### config.mk
export PLATFORM = sky130hd
export DESIGN_NAME = seq_divider32_flat
export DESIGN_NICKNAME = d
export VERILOG_FILES = /design/src/rtl/seq_divider32_if.sv /design/src/rtl/seq_divider32.sv /design/src/flat_wrapper.sv
export SDC_FILE = /design/constraint.sdc
export NUM_CORES = 1
export LEC_CHECK = 0
export CORE_MARGIN = 2
export CORE_UTILIZATION = 45
export CTS_BUF_LIST = sky130_fd_sc_hd__clkbuf_8
export DETAILED_ROUTE_END_ITERATION = 6
export GPL_TIMING_DRIVEN = 0
export PLACE_DENSITY = 0.74
export SYNTH_ARGS = -nofsm -noshare
export SYNTH_HDL_FRONTEND = slang
export SYNTH_SLANG_ARGS = --single-unit
### constraint.sdc
create_clock -name clk -period 6.9 [get_ports clk]
set_clock_uncertainty 0.05 [all_clocks]
set_input_delay 1.38 -clock clk [delete_from_list [all_inputs] [get_ports clk]]
set_output_delay 1.38 -clock clk [all_outputs]
set_load 0.01 [all_outputs]
### src/rtl/seq_divider32_if.sv
// Handshake bundle between the execute-stage controller and the sequential divider.
// The controller side is the master; the divider is the slave.
interface seq_divider32_if #(
  parameter int WIDTH = 32
);
  logic             start;
  logic             is_signed;
  logic [WIDTH-1:0] dividend;
  logic [WIDTH-1:0] divisor;
  logic             busy;
  logic             done;
  logic [WIDTH-1:0] quotient;
  logic [WIDTH-1:0] remainder;
  logic             div_by_zero;

  modport master (
    output start, is_signed, dividend, divisor,
    input  busy, done, quotient, remainder, div_by_zero
  );

  modport slave (
    input  start, is_signed, dividend, divisor,
    output busy, done, quotient, remainder, div_by_zero
  );
endinterface

### src/rtl/seq_divider32.sv
// Restoring divider, one quotient bit per clock, signed or unsigned, truncating.
// Magnitudes are divided and signs are applied in a final FIX cycle.
module seq_divider32 #(
  parameter int WIDTH = 32
) (
  input  logic           clk,
  input  logic           rst,
  seq_divider32_if.slave bus
);
  localparam int CNT_W = (WIDTH > 2) ? $clog2(WIDTH) : 1;

  typedef enum logic [1:0] {IDLE, CALC, FIX} state_t;

  state_t           state_q, state_d;
  logic [CNT_W-1:0] cnt_q, cnt_d;
  logic [WIDTH-1:0] rem_q, rem_d;
  logic [WIDTH-1:0] quo_q, quo_d;
  logic [WIDTH-1:0] dvs_q, dvs_d;
  logic [WIDTH-1:0] orig_q, orig_d;
  logic             sign_dvd_q, sign_dvd_d;
  logic             sign_dvs_q, sign_dvs_d;
  logic             zero_q, zero_d;
  logic             busy_q, busy_d;
  logic             done_q, done_d;
  logic [WIDTH-1:0] quotient_q, quotient_d;
  logic [WIDTH-1:0] remainder_q, remainder_d;
  logic             dbz_q, dbz_d;

  logic             ld_sign_dvd, ld_sign_dvs;
  logic [WIDTH:0]   r_shift, sub;

  assign ld_sign_dvd = bus.is_signed & bus.dividend[WIDTH-1];
  assign ld_sign_dvs = bus.is_signed & bus.divisor[WIDTH-1];

  // The partial remainder stays below the divisor, so its top bit is always zero
  // between steps and only the shifted value needs the extra bit.
  assign r_shift = {rem_q, quo_q[WIDTH-1]};
  assign sub     = r_shift + {1'b1, ~dvs_q} + {{WIDTH{1'b0}}, 1'b1};

  always_comb begin
    state_d     = state_q;
    cnt_d       = cnt_q;
    rem_d       = rem_q;
    quo_d       = quo_q;
    dvs_d       = dvs_q;
    orig_d      = orig_q;
    sign_dvd_d  = sign_dvd_q;
    sign_dvs_d  = sign_dvs_q;
    zero_d      = zero_q;
    busy_d      = busy_q;
    done_d      = 1'b0;
    quotient_d  = quotient_q;
    remainder_d = remainder_q;
    dbz_d       = dbz_q;

    case (state_q)
      IDLE: begin
        if (bus.start) begin
          sign_dvd_d = ld_sign_dvd;
          sign_dvs_d = ld_sign_dvs;
          quo_d      = ld_sign_dvd ? -bus.dividend : bus.dividend;
          dvs_d      = ld_sign_dvs ? -bus.divisor : bus.divisor;
          orig_d     = bus.dividend;
          rem_d      = '0;
          cnt_d      = '0;
          zero_d     = (bus.divisor == '0);
          busy_d     = 1'b1;
          state_d    = (bus.divisor == '0) ? FIX : CALC;
        end
      end
      CALC: begin
        quo_d = {quo_q[WIDTH-2:0], ~sub[WIDTH]};
        rem_d = sub[WIDTH] ? r_shift[WIDTH-1:0] : sub[WIDTH-1:0];
        cnt_d = cnt_q + CNT_W'(1);
        if (cnt_q == CNT_W'(WIDTH - 1)) begin
          state_d = FIX;
        end
      end
      FIX: begin
        busy_d  = 1'b0;
        done_d  = 1'b1;
        state_d = IDLE;
        if (zero_q) begin
          quotient_d  = '1;
          remainder_d = orig_q;
          dbz_d       = 1'b1;
        end else begin
          quotient_d  = (sign_dvd_q ^ sign_dvs_q) ? -quo_q : quo_q;
          remainder_d = sign_dvd_q ? -rem_q : rem_q;
          dbz_d       = 1'b0;
        end
      end
      default: begin
        state_d = IDLE;
        busy_d  = 1'b0;
      end
    endcase
  end

  always_ff @(posedge clk or posedge rst) begin
    if (rst) begin
      state_q     <= IDLE;
      cnt_q       <= '0;
      rem_q       <= '0;
      quo_q       <= '0;
      dvs_q       <= '0;
      orig_q      <= '0;
      sign_dvd_q  <= 1'b0;
      sign_dvs_q  <= 1'b0;
      zero_q      <= 1'b0;
      busy_q      <= 1'b0;
      done_q      <= 1'b0;
      quotient_q  <= '0;
      remainder_q <= '0;
      dbz_q       <= 1'b0;
    end else begin
      state_q     <= state_d;
      cnt_q       <= cnt_d;
      rem_q       <= rem_d;
      quo_q       <= quo_d;
      dvs_q       <= dvs_d;
      orig_q      <= orig_d;
      sign_dvd_q  <= sign_dvd_d;
      sign_dvs_q  <= sign_dvs_d;
      zero_q      <= zero_d;
      busy_q      <= busy_d;
      done_q      <= done_d;
      quotient_q  <= quotient_d;
      remainder_q <= remainder_d;
      dbz_q       <= dbz_d;
    end
  end

  assign bus.busy        = busy_q;
  assign bus.done        = done_q;
  assign bus.quotient    = quotient_q;
  assign bus.remainder   = remainder_q;
  assign bus.div_by_zero = dbz_q;
endmodule
### src/flat_wrapper.sv
// flat-port wrapper written by rule: the top's interface ports become plain ports
module seq_divider32_flat 
#(
  parameter int WIDTH = 32
)
  (clk, rst, bus_start, bus_is_signed, bus_dividend, bus_divisor, bus_busy, bus_done, bus_quotient, bus_remainder, bus_div_by_zero);
  seq_divider32_if #(.WIDTH(WIDTH)) bus_i ();
  input  logic clk;
  input  logic rst;
  input wire logic [$bits(bus_i.start)-1:0] bus_start;
  input wire logic [$bits(bus_i.is_signed)-1:0] bus_is_signed;
  input wire logic [$bits(bus_i.dividend)-1:0] bus_dividend;
  input wire logic [$bits(bus_i.divisor)-1:0] bus_divisor;
  output wire logic [$bits(bus_i.busy)-1:0] bus_busy;
  output wire logic [$bits(bus_i.done)-1:0] bus_done;
  output wire logic [$bits(bus_i.quotient)-1:0] bus_quotient;
  output wire logic [$bits(bus_i.remainder)-1:0] bus_remainder;
  output wire logic [$bits(bus_i.div_by_zero)-1:0] bus_div_by_zero;
  assign bus_i.start = bus_start;
  assign bus_i.is_signed = bus_is_signed;
  assign bus_i.dividend = bus_dividend;
  assign bus_i.divisor = bus_divisor;
  assign bus_busy = bus_i.busy;
  assign bus_done = bus_i.done;
  assign bus_quotient = bus_i.quotient;
  assign bus_remainder = bus_i.remainder;
  assign bus_div_by_zero = bus_i.div_by_zero;
  seq_divider32 #(.WIDTH(WIDTH)) u_core (.clk(clk), .rst(rst), .bus(bus_i));
endmodule
# == After elaboration in Yosys (flattened, before gate mapping) ==
# Index checks and enable logic that the tools add are counted.
# op_classes
eq_ne,5
addsub,7
muxes,21
bitwise,6
n_reduce_logical,7
# ops
op,n
32-bit two-way mux,9
32-bit negation,4
32-bit one-hot mux with 2 select lines,2
33-bit by 1-bit adder with 33-bit output (second input constant),1
33-bit adder,1
32-bit zero test,1
32-bit NOT,1
5-bit one-hot mux with 2 select lines,1
2-bit AND reduction,4
2-bit two-way mux,3
5-bit by 1-bit adder with 5-bit output (second input constant),1
5-bit == test (second input constant),1
5-bit two-way mux,1
2-bit one-hot mux with 2 select lines,1
1-bit two-way mux,3
1-bit bitwise AND,2
2-bit by 1-bit == test with 1-bit output (second input constant),1
2-bit == test (second input constant),1
2-bit zero test,1
2-bit by 1-bit inequality test with 1-bit output (second input constant),1
2-bit inequality test (second input constant),1
1-bit NOT,2
1-bit one-hot mux with 2 select lines,1
2-bit nonzero test,1
1-bit bitwise XOR,1
# word_totals
input_bits,68
register_bits,205
out_inout_bits,67

# == Logic depth before layout (Yosys ltp) ==
# depth
word_depth,5
mapped_depth,13
ltp_nobuf,12

# == Worst setup path after synthesis ==
# OpenSTA, ideal clock, no wires.
# synth_path
path_kind,input-to-reg
from,input port bus_dividend[4]
to,register u_core.quo_q[31]
path_slack_ps,3394
stages,7
setup_time_ps,66
n_path_buf,0
t_arrival_ps,3390
path_cell_list,or3_1 > or4_1 > nor2b_1 > nand4_1 > or4_1 > a21oi_1 > a221o_1
# synth_between
elab_chain_cells,4
# synth_lines
element,line,text
start: declaration,flat_wrapper.sv:12,input wire logic [$bits(bus_i.dividend)-1:0] bus_dividend;
32-bit negation,seq_divider32.sv:61,quo_d = ld_sign_dvd ? -bus.dividend : bus.dividend;
32-bit two-way mux,seq_divider32.sv:61,
32-bit two-way mux,seq_divider32.sv:58,if (bus.start) begin
32-bit one-hot mux with 2 select lines,seq_divider32.sv:56,case (state_q)
end signal: assignment,seq_divider32.sv:120,quo_q <= quo_d;
end: declaration,seq_divider32.sv:17,"logic [WIDTH-1:0] quo_q, quo_d;"
# No other way between the ends. The select of a mux whose other input is x is not followed.
# A chain may end at the register's enable or synchronous reset.

# == Worst setup path after layout ==
# layout_path
from,input port bus_dividend[2]
to,register u_core.quo_q[31]
# Same word-level chain as after synthesis.

==> impl_metrics.ini <==
[synthesis]
synthFlopType = dfrtp_1
async_flop_share = 1.00
synth.distinct_cells = 64
synth_edf_count = 0
synth_area_leaders = dfrtp_1 (40%), nand2_1 (7.5%), a21oi_1 (5.6%)
synthDominantCellAreaShare = 0.404
synthCells = 1526
postSynthAreaPerCell_um2 = 8.31
syn-num-nets = 1633
ys.warnings.count = 0
seq_area_frac_synth = 0.404
syn_area_mm2 = 0.0127
synth_area_leader_cell = dfrtp_1
yosys_register_bits = 205

[worst_setup_path]
r2r_cells = 12
end_kind = flop
r2r_slack_ns = 3.01
crit_fanout = 5
cp.required_ns = 7.33
crit_type = in -> reg
path_cells = clkdlybuf4s50_1 > or3_1 > or4_1 > nor2b_1 > nand4_1 > or4_1 > a21oi_1 > a221o_1
reg2reg_to = u_core.rem_q[5]
r2r-start = u_core.rem_q[0]
critPathMaxStageDelay_ns = 0.54
crit_start = bus_dividend[2]
startpoint_type = input pin
cp_common_cell = or4_1
cpMaxStageDelayCell = clkdlybuf4s50_1
crit_path_end = u_core.quo_q[31]
arrival_ns = 4.43

[sta]
clock.fmax_ghz = 0.250
fin_crit_sh = 0.581
worst_pin_slew_ns = 0.972
finalCriticalPeriod_ns = 4.01
setup_tns_ns = 0
final-hold-violation-count = 0
slew_violations = 0
finalSetupViolCount = 0
setup_ws_ns = 2.89
rsz0062_at_grt = no
max-slew-margin-rel = 0.347
whs_ns = 0.425

[power]
finalPower_mw = 7.19
p_leak_nw = 6.56
irDropWorstVdd_uv = 232
powerDensity_mw_per_mm2 = 469

[die]
die_w_um = 172
dieHeight_um = 172
core_region_area_mm2 = 0.0278
start_util = 0.457
io_pins = 135
rows = 61
die-area_mm2 = 0.0296

[grt]
grt_pass1_vias = 11200
grt_start_max_net_pins = 43
gr-usage-all-layers = 0.256
gr-total-overflow = 0
antenna_found_initial = 0
grt_pass1_wl_um = 59000

[routing]
drt_iter0_drc = 1060
final_antenna_net_count = 0
drc_errors = 0
wire_per_inst_um = 18.2
vias = 12100
wl_um = 38300
dr.pass1.iters = 5
via_per_inst = 5.74

[clocking]
clockBufferDepth = 3
clkTransAtPathRegs_ns = 0.06
cts_buffers = 36
root_buffer = clkbuf_8
htree_num_levels = 2
cts_tree = done
ctsHoldBuffers = 0
cts.sinks = 205
post-cts-setup-buffer-count = 0
post_cts_resized = 0
clk_latency_ns = 0.54

[min_path]
holdCritPathClass = reg -> reg

[final_layout]
multi_input_area_mm2 = 0.00699
finish.utilization = 0.552
diodes = 0
nets = 1810
area_growth_pct = 20.8
postLayoutCellArea_mm2 = 0.0153
drive_above_1_share = 0.0441
fill_cells = 2655
instances_no_fill = 2101
seqCellArea_mm2 = 0.00513

[placement]
place_inst = 2043
dpl_cell_area_mm2 = 0.0146
pre_cts_ws_ns = 2.42
io_buffers = 134
globalplace.congestion = 0.919
dpl.hpwl_um = 30000

[outcome]
status = complete, no violations

[flow_run]
max_cap_viol_count = 0
[flip-flops by register name, indices dropped and copies added (netlist names)]
register	cells
u_core.bus.busy	1
u_core.bus.quotient	32
u_core.rem_q	32
u_core.sign_dvd_q	1
u_core.orig_q	32
u_core.zero_q	1
u_core.dvs_q	32
u_core.quo_q	32
u_core.state_q	2
u_core.cnt_q	5
u_core.sign_dvs_q	1
u_core.bus.remainder	32
u_core.bus.done	1
u_core.bus.div_by_zero	1
[worst max-delay path: cells and delay by family]
kind | cells | cell delay, ns
compound gates | 2 | 0.45
buf+inv | 1 | 0.54
simple gates | 5 | 2.06
[where the power goes]
part	switching [mW]	internal [mW]
sequential	0.501	1.62
combinational	2.31	1.62
clock	0.494	0.646
total	3.30	3.89
[cells in the final DEF (no fill, tap or decap), types with 6 or more instances in the layout]
master | synthesis | layout
nand2_1 | 253 | 253
dfrtp_1 | 205 | 205
a21oi_1 | 142 | 142
o21ai_0 | 135 | 135
clkdlybuf4s50_1 | 0 | 134
nor2_1 | 127 | 127
xor2_1 | 79 | 79
clkbuf_1 | 76 | 76
inv_1 | 58 | 67
xnor2_1 | 66 | 66
clkbuf_8 | 0 | 44
ha_1 | 38 | 38
o31ai_1 | 25 | 25
o22ai_1 | 21 | 21
nor3_1 | 20 | 20
a22oi_1 | 20 | 20
a21o_1 | 17 | 17
nand3_1 | 16 | 16
nand4_1 | 16 | 16
a221o_1 | 16 | 16
o211ai_1 | 15 | 15
nor4_1 | 14 | 14
or4_1 | 13 | 13
or3_1 | 12 | 12
nand2b_1 | 11 | 11
nor2b_1 | 11 | 11
o41ai_1 | 10 | 10
a31oi_1 | 10 | 10
and2_1 | 8 | 8
o21ai_1 | 7 | 7
mux2i_1 | 7 | 7
buf_1 | 6 | 6
and3_1 | 6 | 6
[cells by family after synthesis]
family / Yosys count / synth area share
multiplexers: 7 / 0.00552
AND/OR/NAND/NOR: 523 / 0.183
AO/OA/AOI/OAI: 460 / 0.223
XOR/XNOR: 145 / 0.100
adder cells (fa/ha/maj): 39 / 0.0391
buffers and inverters: 147 / 0.0446
flip-flops: 205 / 0.404
[per-layer routing]
metal | routed length, um | part of all wire | vias to the layer above | GRT usage
li1 | - | - | 5727 | -
met1 | 16400 | 0.43 | 5697 | 0.344
met2 | 17600 | 0.46 | 530 | 0.418
met3 | 2710 | 0.071 | 102 | 0.0348
met4 | 1520 | 0.040 | 0 | 0.106
met5 | 0 | 0 | - | 0
[synthesized netlist by cell type (all sizes together), types with 4 or more instances]
cell type / count
o21a: 4
a21o: 17
nand2: 254
mux2i: 7
nor3: 22
ha: 38
a22oi: 20
o211ai: 15
or3: 12
nor2b: 11
a221o: 16
o31ai: 25
and2: 9
nand2b: 11
or4: 15
clkbuf: 76
xor2: 79
o21ai: 142
o311ai: 4
a21oi: 142
inv: 58
a31oi: 10
and3: 6
buf: 12
nor2: 128
a211oi: 5
o41ai: 13
dfrtp: 205
nand3: 16
nor4: 15
o22ai: 21
nand4: 16
or2: 5
xnor2: 66
[layout make-up]
type	count	area share
Tap cell	378	0.0309
Clock inverter	14	0.00743
Sequential cell	205	0.335
Clock buffer	44	0.0395
Multi-Input combinational cell	1174	0.456
Timing Repair Buffer	139	0.0941
Inverter	59	0.0147
Buffer	88	0.0225
[worst min path at each step]
stage	startpoint	endpoint	slack, ns	cells after the start
after floorplan	u_core.orig_q[25]	u_core.orig_q[25]	0.40	2
final	u_core.dvs_q[8]	u_core.dvs_q[8]	0.43	2
after global placement	u_core.orig_q[11]	u_core.orig_q[11]	0.41	2
after CTS	u_core.orig_q[8]	u_core.orig_q[8]	0.43	2
after detailed placement	u_core.orig_q[8]	u_core.orig_q[8]	0.41	2
after global routing	u_core.orig_q[8]	u_core.orig_q[8]	0.44	2
Power figures use the tool's default switching activity.
